**src/rtl/pwm_pkg.sv**
```systemverilog
// pwm_pkg: shared constants and types for the PWM capture block.
//   CNT_W_DEF : default counter/result width in clk cycles
//   DUTY_FS   : duty full-scale value (duty = high * DUTY_FS / period)
//   DUTY_W    : width of a duty value
//   pwm_state_e : capture FSM states
package pwm_pkg;

    localparam int unsigned CNT_W_DEF = 16;
    localparam int unsigned DUTY_FS   = 65536;
    localparam int unsigned DUTY_W    = $clog2(DUTY_FS);

    typedef enum logic [1:0] {
        IDLE,
        ARM,
        HIGH,
        LOW
    } pwm_state_e;

endpackage

```
**src/rtl/pwm_duty_div.sv**
```systemverilog
// pwm_duty_div: restoring divider producing a DUTY_W-bit quotient with a
// fixed DUTY_W-iteration latency.
//   clk, rst_n : clock, synchronous active-low reset
//   start      : one-cycle pulse, loads dividend/divisor
//   abort      : cancels a running division (no done pulse)
//   dividend   : {high, DUTY_W zeros}; upper part must be below divisor
//   divisor    : period, non-zero
//   quotient   : valid only while done is high
//   busy       : high from the start cycle through the last iteration
//   done       : high during the last iteration cycle
module pwm_duty_div
    import pwm_pkg::*;
#(
    parameter int unsigned CNT_W = CNT_W_DEF
) (
    input  logic                    clk,
    input  logic                    rst_n,
    input  logic                    start,
    input  logic                    abort,
    input  logic [CNT_W+DUTY_W-1:0] dividend,
    input  logic [CNT_W-1:0]        divisor,
    output logic [DUTY_W-1:0]       quotient,
    output logic                    busy,
    output logic                    done
);

    localparam int unsigned ITER_W = $clog2(DUTY_W);
    localparam logic [ITER_W-1:0] LAST_ITER = ITER_W'(DUTY_W - 1);

    logic              running;
    logic [ITER_W-1:0] iter;
    logic [CNT_W-1:0]  rem;
    logic [CNT_W-1:0]  dvsr;
    logic [DUTY_W-1:0] quo_sh;

    logic [CNT_W:0]    trial;
    logic [CNT_W:0]    rem_full;
    logic              ge;
    logic [DUTY_W-1:0] quo_next;

    // Upper dividend bits start as the partial remainder, so only the low
    // DUTY_W bits need shifting in; quotient bits fill quo_sh from the LSB.
    always_comb begin
        trial    = {rem, quo_sh[DUTY_W-1]};
        ge       = (trial >= {1'b0, dvsr});
        rem_full = ge ? (trial - {1'b0, dvsr}) : trial;
        quo_next = {quo_sh[DUTY_W-2:0], ge};
    end

    assign quotient = quo_next;
    assign busy     = running | start;
    assign done     = running && (iter == LAST_ITER) && !abort;

    always_ff @(posedge clk) begin
        if (!rst_n) begin
            running <= 1'b0;
            iter    <= '0;
            rem     <= '0;
            dvsr    <= '0;
            quo_sh  <= '0;
        end else if (abort) begin
            running <= 1'b0;
        end else if (start) begin
            running <= 1'b1;
            iter    <= '0;
            rem     <= dividend[CNT_W+DUTY_W-1:DUTY_W];
            quo_sh  <= dividend[DUTY_W-1:0];
            dvsr    <= divisor;
        end else if (running) begin
            rem    <= rem_full[CNT_W-1:0];
            quo_sh <= quo_next;
            iter   <= iter + 1'b1;
            if (iter == LAST_ITER) begin
                running <= 1'b0;
            end
        end
    end

endmodule

```
**src/rtl/pwm_capture.sv**
```systemverilog
// pwm_capture: measures period, high time and duty of a PWM input pin.
//   clk, rst_n : clock, synchronous active-low reset
//   enable     : capture enable; low returns to IDLE and aborts division
//   pwm_in     : asynchronous PWM pin
//   period_o   : last valid period, clk cycles rise-to-rise
//   high_o     : last valid high time, clk cycles rise-to-fall
//   duty_o     : floor(high_o * 65536 / period_o)
//   meas_valid : one-cycle pulse when the three results update
//   timeout    : one-cycle pulse when the counter saturates without an edge
//   missed     : one-cycle pulse when a period completes while dividing
module pwm_capture
    import pwm_pkg::*;
#(
    parameter int unsigned SYNC_STAGES = 2,
    parameter int unsigned CNT_W       = CNT_W_DEF
) (
    input  logic              clk,
    input  logic              rst_n,
    input  logic              enable,
    input  logic              pwm_in,
    output logic [CNT_W-1:0]  period_o,
    output logic [CNT_W-1:0]  high_o,
    output logic [DUTY_W-1:0] duty_o,
    output logic              meas_valid,
    output logic              timeout,
    output logic              missed
);

    localparam logic [CNT_W-1:0] CNT_MAX = '1;

    // SYNC_STAGES synchronizer flops plus one delayed copy for edge detect.
    logic [SYNC_STAGES:0] sync;
    logic                 rise;
    logic                 fall;

    pwm_state_e state, state_next;

    logic [CNT_W-1:0]  cnt;
    logic [CNT_W-1:0]  high_cap;
    logic [CNT_W-1:0]  period_lat;
    logic [CNT_W-1:0]  high_lat;
    logic              load_cnt;
    logic              fall_take;
    logic              complete;
    logic              to_hit;

    logic              div_start;
    logic              div_busy;
    logic              div_done;
    logic [DUTY_W-1:0] div_quotient;

    always_ff @(posedge clk) begin
        if (!rst_n) begin
            sync <= '0;
        end else begin
            sync <= {sync[SYNC_STAGES-1:0], pwm_in};
        end
    end

    assign rise = sync[SYNC_STAGES-1] & ~sync[SYNC_STAGES];
    assign fall = ~sync[SYNC_STAGES-1] & sync[SYNC_STAGES];

    always_ff @(posedge clk) begin
        if (!rst_n) begin
            state <= IDLE;
        end else begin
            state <= state_next;
        end
    end

    // Edges take priority over a same-cycle counter saturation.
    always_comb begin
        state_next = state;
        load_cnt   = 1'b0;
        fall_take  = 1'b0;
        complete   = 1'b0;
        to_hit     = 1'b0;
        if (!enable) begin
            state_next = IDLE;
        end else begin
            case (state)
                IDLE: state_next = ARM;
                ARM: begin
                    if (rise) begin
                        state_next = HIGH;
                        load_cnt   = 1'b1;
                    end
                end
                HIGH: begin
                    if (fall) begin
                        state_next = LOW;
                        fall_take  = 1'b1;
                    end else if (cnt == CNT_MAX) begin
                        state_next = ARM;
                        to_hit     = 1'b1;
                    end
                end
                LOW: begin
                    if (rise) begin
                        state_next = HIGH;
                        load_cnt   = 1'b1;
                        complete   = 1'b1;
                    end else if (cnt == CNT_MAX) begin
                        state_next = ARM;
                        to_hit     = 1'b1;
                    end
                end
                default: state_next = IDLE;
            endcase
        end
    end

    always_ff @(posedge clk) begin
        if (!rst_n) begin
            cnt        <= '0;
            high_cap   <= '0;
            period_lat <= '0;
            high_lat   <= '0;
            div_start  <= 1'b0;
            period_o   <= '0;
            high_o     <= '0;
            duty_o     <= '0;
            meas_valid <= 1'b0;
            timeout    <= 1'b0;
            missed     <= 1'b0;
        end else begin
            div_start  <= 1'b0;
            missed     <= 1'b0;
            timeout    <= to_hit;
            meas_valid <= div_done;

            if (load_cnt) begin
                cnt <= CNT_W'(1);
            end else if ((state == HIGH || state == LOW) && cnt != CNT_MAX) begin
                cnt <= cnt + 1'b1;
            end

            if (fall_take) begin
                high_cap <= cnt;
            end

            // Latched operands stay stable while dividing because a
            // completion during busy is dropped rather than latched.
            if (complete) begin
                if (div_busy) begin
                    missed <= 1'b1;
                end else begin
                    period_lat <= cnt;
                    high_lat   <= high_cap;
                    div_start  <= 1'b1;
                end
            end

            if (div_done) begin
                period_o <= period_lat;
                high_o   <= high_lat;
                duty_o   <= div_quotient;
            end
        end
    end

    pwm_duty_div #(
        .CNT_W(CNT_W)
    ) u_div (
        .clk      (clk),
        .rst_n    (rst_n),
        .start    (div_start),
        .abort    (~enable),
        .dividend ({high_lat, {DUTY_W{1'b0}}}),
        .divisor  (period_lat),
        .quotient (div_quotient),
        .busy     (div_busy),
        .done     (div_done)
    );

endmodule

```
**config.mk**
```make
export PLATFORM = sky130hd
export DESIGN_NAME = pwm_capture
export DESIGN_NICKNAME = d
export VERILOG_FILES = /design/src/rtl/pwm_pkg.sv /design/src/rtl/pwm_duty_div.sv /design/src/rtl/pwm_capture.sv
export SDC_FILE = /design/constraint.sdc
export NUM_CORES = 1
export LEC_CHECK = 0
export CAP_MARGIN = 20
export CORE_AREA = 10 10 142 144
export CTS_CLUSTER_DIAMETER = 50
export DETAILED_ROUTE_END_ITERATION = 6
export DIE_AREA = 0 0 152 154
export PLACE_DENSITY = 0.64
export SETUP_SLACK_MARGIN = 0.1
export SYNTH_ARGS = -nofsm -noshare
export SYNTH_HDL_FRONTEND = slang
export SYNTH_SLANG_ARGS = --single-unit
```
**constraint.sdc**
```tcl
create_clock -name clk -period 2.25 [get_ports clk]
set_clock_uncertainty 0.05 [all_clocks]
set_input_delay 0.45 -clock clk [delete_from_list [all_inputs] [get_ports clk]]
set_output_delay 0.45 -clock clk [all_outputs]
set_load 0.005 [all_outputs]
```
==> summary.txt <==
Critical path
  • Crit path max fanout: 6
  • Setup crit end: u_div.rem[13]
  • Critical Path RT: between 2000 and 3000 ps
  • Critical path class: register to register
  • CP startpoint: u_div.rem[5]
  • Worst R2R Path Depth: 6
  • Reg2Reg Setup Slack: between 100 and 150 ps
  • RR Endpoint: u_div.rem[13]
  • RR Startpoint: u_div.rem[5]
  • Crit start category: register
  • Arr. time, crit path: approximately 2400 ps
  • Worst setup EP type: register

Power
  • Clk pwr share: 0.486
  • NetSw: 1.37 mW
  • Total power: roughly 6.2 mW
  • Comb pwr share: 0.015
  • Sw Share: 0.222
  • PD cells: roughly 640 nW/µm²
  • Leakage power: 3.35 nW
  • Seq pwr share: 0.500
  • Internal power: ~4.8 mW
  • Maximum vdd drop: ~0.56 mV

Yosys
  • Synth cell count leaders: nand2_1, dfxtp_1, a21oi_1, nor2_1, clkbuf_1
  • Post-Synthesis Cells: 950
  • Syn avg cell area: roughly 8.1 µm²
  • Post-synth cell types: 74
  • Area contributors post-synth: dfxtp_1, nand2_1, a21oi_1
  • Main synth FF type: dfxtp_1
  • Register bit total from synthesis: around 170
  • Cell Area, Synth: roughly 7600 µm²
  • EDFF count, synth: 0
  • Synth warn: 0
  • Syn Nets: 973
  • Top cell type's share of synthesized area: 0.455
  • Most common cell in the synthesized netlist: nand2_1
  • FFs w/ async S/R, synth: 0
  • Post-synth top area cell: dfxtp_1
  • Sequential share of the synthesized area: 0.455

CTS
  • CTS tree: done
  • Root Buffer: clkbuf_16
  • CTS Sinks: ~170
  • Clk buf depth: 2
  • H-tree levels: 4
  • Clock latency on the worst-skew pair: 430 ps
  • Num CTS Buffers: 17
  • Reg clk slew, reported paths: around 70 ps

GRT
  • Number of global-route vias before repair: approximately 6,400
  • Largest net degree at the start of global routing: 95
  • Global-route wire length before repair: 34,800 µm
  • Overflow after GRT: 0
  • Initial antenna violation count: 0
  • All-Layer GR Usage: 0.182

Layout
  • Area of the multi-input gates: 4090 µm²
  • Sequential Area: 3500 µm²
  • Layout cells sized above 1: 0.161
  • Finished Layout Cells: 1,257
  • Fillers: around 1,600
  • Total Nets Final: 1,043
  • Area delta synth->final: 26.4%
  • Post-Layout Inst Area: 9670 µm²
  • ANT cells: 0

Detailed routing
  • Drt wl/cell: roughly 18 µm
  • Met1 Routed Length: about 10000 µm
  • Routed wl met3: around 1000 µm
  • Top routing layer in use: met4
  • Metal2 WL: between 10,000 and 15,000 µm
  • DR iter-0 viols: 465
  • DRT Wirelength: between 20,000 and 25,000 µm
  • Pre-antenna DRT Iters: 5
  • Post-route DRC: 0
  • DR vias: 6,891
  • ANT nets after route: 0
  • Vias per std cell: 5.48

STA
  • Final setup margin: about 140 ps
  • FMAX: 473 MHz
  • RSZ-0062 raised after global routing: true
  • Setup Viol. Count Final: 0
  • Max-slew violation count: 0
  • Max-slew headroom: 0.708
  • Clock period minus worst slack: about 2100 ps
  • Worst hold slack: 396 ps
  • Final hold vios: 0
  • Slew @ Worst Pin: ~440 ps
  • Final Cycle Share: 0.940

Floorplanning
  • Core area: between 15,000 and 20,000 µm²
  • Total I/O pin count: 55
  • Die Span Y: about 150 µm
  • Initial Util: 0.445
  • Site Rows: 48
  • DIE WIDTH: 152 µm
  • Full die area: 23,400 µm²

Placement
  • Dpl cells: around 1,200
  • HPWL after detailed placement: about 16,000 µm
  • Pre-CTS setup slack: -57.9 ps
  • GP Congestion: ~0.96
  • Cell area after placement: 8700 µm²
  • I/O Buffers: 54

Job
  • MaxCap Viol Count: 0

Min path
  • HP Class: register to register
  • Worst Hold Path Cells: 1

Status
  • Status: completed
==> timing repair <==
item	in CTS	in global routing
hold buffers	0	0
buffers inserted	1	4
gates resized for setup	30	45
pin swaps	11	25
endpoints found under the setup margin	16	18
==> area by class of cell <==
cell class / instances / share of cell area
Sequential cell: 174 / 0.362
Tap cell: 225 / 0.0291
Inverter: 23 / 0.00970
Clock inverter: 12 / 0.0155
Timing Repair Buffer: 112 / 0.115
Clock buffer: 19 / 0.0458
Multi-Input combinational cell: 692 / 0.423
==> worst max-delay path, cell delays in order, from the launching register on <==
cell	delay, ps
dfxtp_2	350
ha_4	260
a2111o_1	520
o211ai_1	310
nand2_1	120
xor2_1	170
o31a_1	240
==> worst min path at each step <==
stage,end,from,slack [ps]
floorplan,sync[1],sync[0],360
global placement,sync[1],sync[0],370
detailed placement,sync[1],sync[0],380
CTS,sync[1],sync[0],400
global route,sync[1],sync[0],420
finish,sync[1],sync[0],400
==> flip-flops by register name, indices dropped and copies added, names as in the netlist <==
name and flops:
div_start 1, u_div.running 1, duty_o 16, high_cap 16
state 2, period_lat 16, sync 3, timeout 1
cnt 16, high_lat 16, u_div.quo_sh 16, u_div.dvsr 16
period_o 16, u_div.rem 16, meas_valid 1, high_o 16
missed 1, u_div.iter 4
==> power groups by stage <==
| stage | Sequential (mW) | Combinational (mW) | Clock (mW) |
|---|---|---|---|
| CTS | 3.08 | 0.0896 | 3.05 |
| floorplan | 3.15 | 0.0552 | 0 |
| global route | 3.08 | 0.0973 | 3.16 |
| finish | 3.08 | 0.0897 | 3.00 |
| global placement | 3.15 | 0.0899 | 0 |
| detailed placement | 3.15 | 0.0890 | 0 |
==> metrics by stage <==
stage	TNS, ps	utilization
final	0	0.563
after global routing	0	0.563
after CTS	0	0.550
after detailed placement	-243	0.507
after global placement	-926	0.507
after floorplan	0	-
==> layout by cell type, fill, tap and decap left out, types with 10 or more instances in the layout <==
| cell | instances |
|---|---|
| nand2_1 | 258 |
| dfxtp_1 | 162 |
| a21oi_1 | 133 |
| nor2_1 | 54 |
| clkdlybuf4s50_1 | 54 |
| buf_4 | 45 |
| inv_1 | 18 |
| nand3_1 | 17 |
| clkbuf_16 | 17 |
| a22oi_1 | 16 |
| and3_1 | 15 |
| nand4_1 | 12 |
| dfxtp_2 | 12 |
| xnor2_1 | 11 |
| ha_4 | 11 |
| xor2_1 | 10 |
| buf_12 | 10 |
==> cell families (layout without fill, tap and decap cells) <==
logic type | after synthesis | count (layout) | synth area share
AOI/OAI and AO/OA | 240 | 240 | 0.200
and+or+nand+nor | 408 | 408 | 0.231
xor gates and xnor gates | 22 | 22 | 0.0252
DFF | 174 | 174 | 0.455
buffers and inverters | 84 | 166 | 0.0528
muxes | 3 | 3 | 0.00393
adders and majority gates | 19 | 19 | 0.0321
==> routing by layer <==
layer | vias to the layer above | track usage
met5 | - | 0
met4 | 0 | 0.0628
met3 | 37 | 0.0404
met2 | 164 | 0.301
met1 | 3281 | 0.229
li1 | 3409 | -
Note: power is estimated with default switching activity, not from simulation.
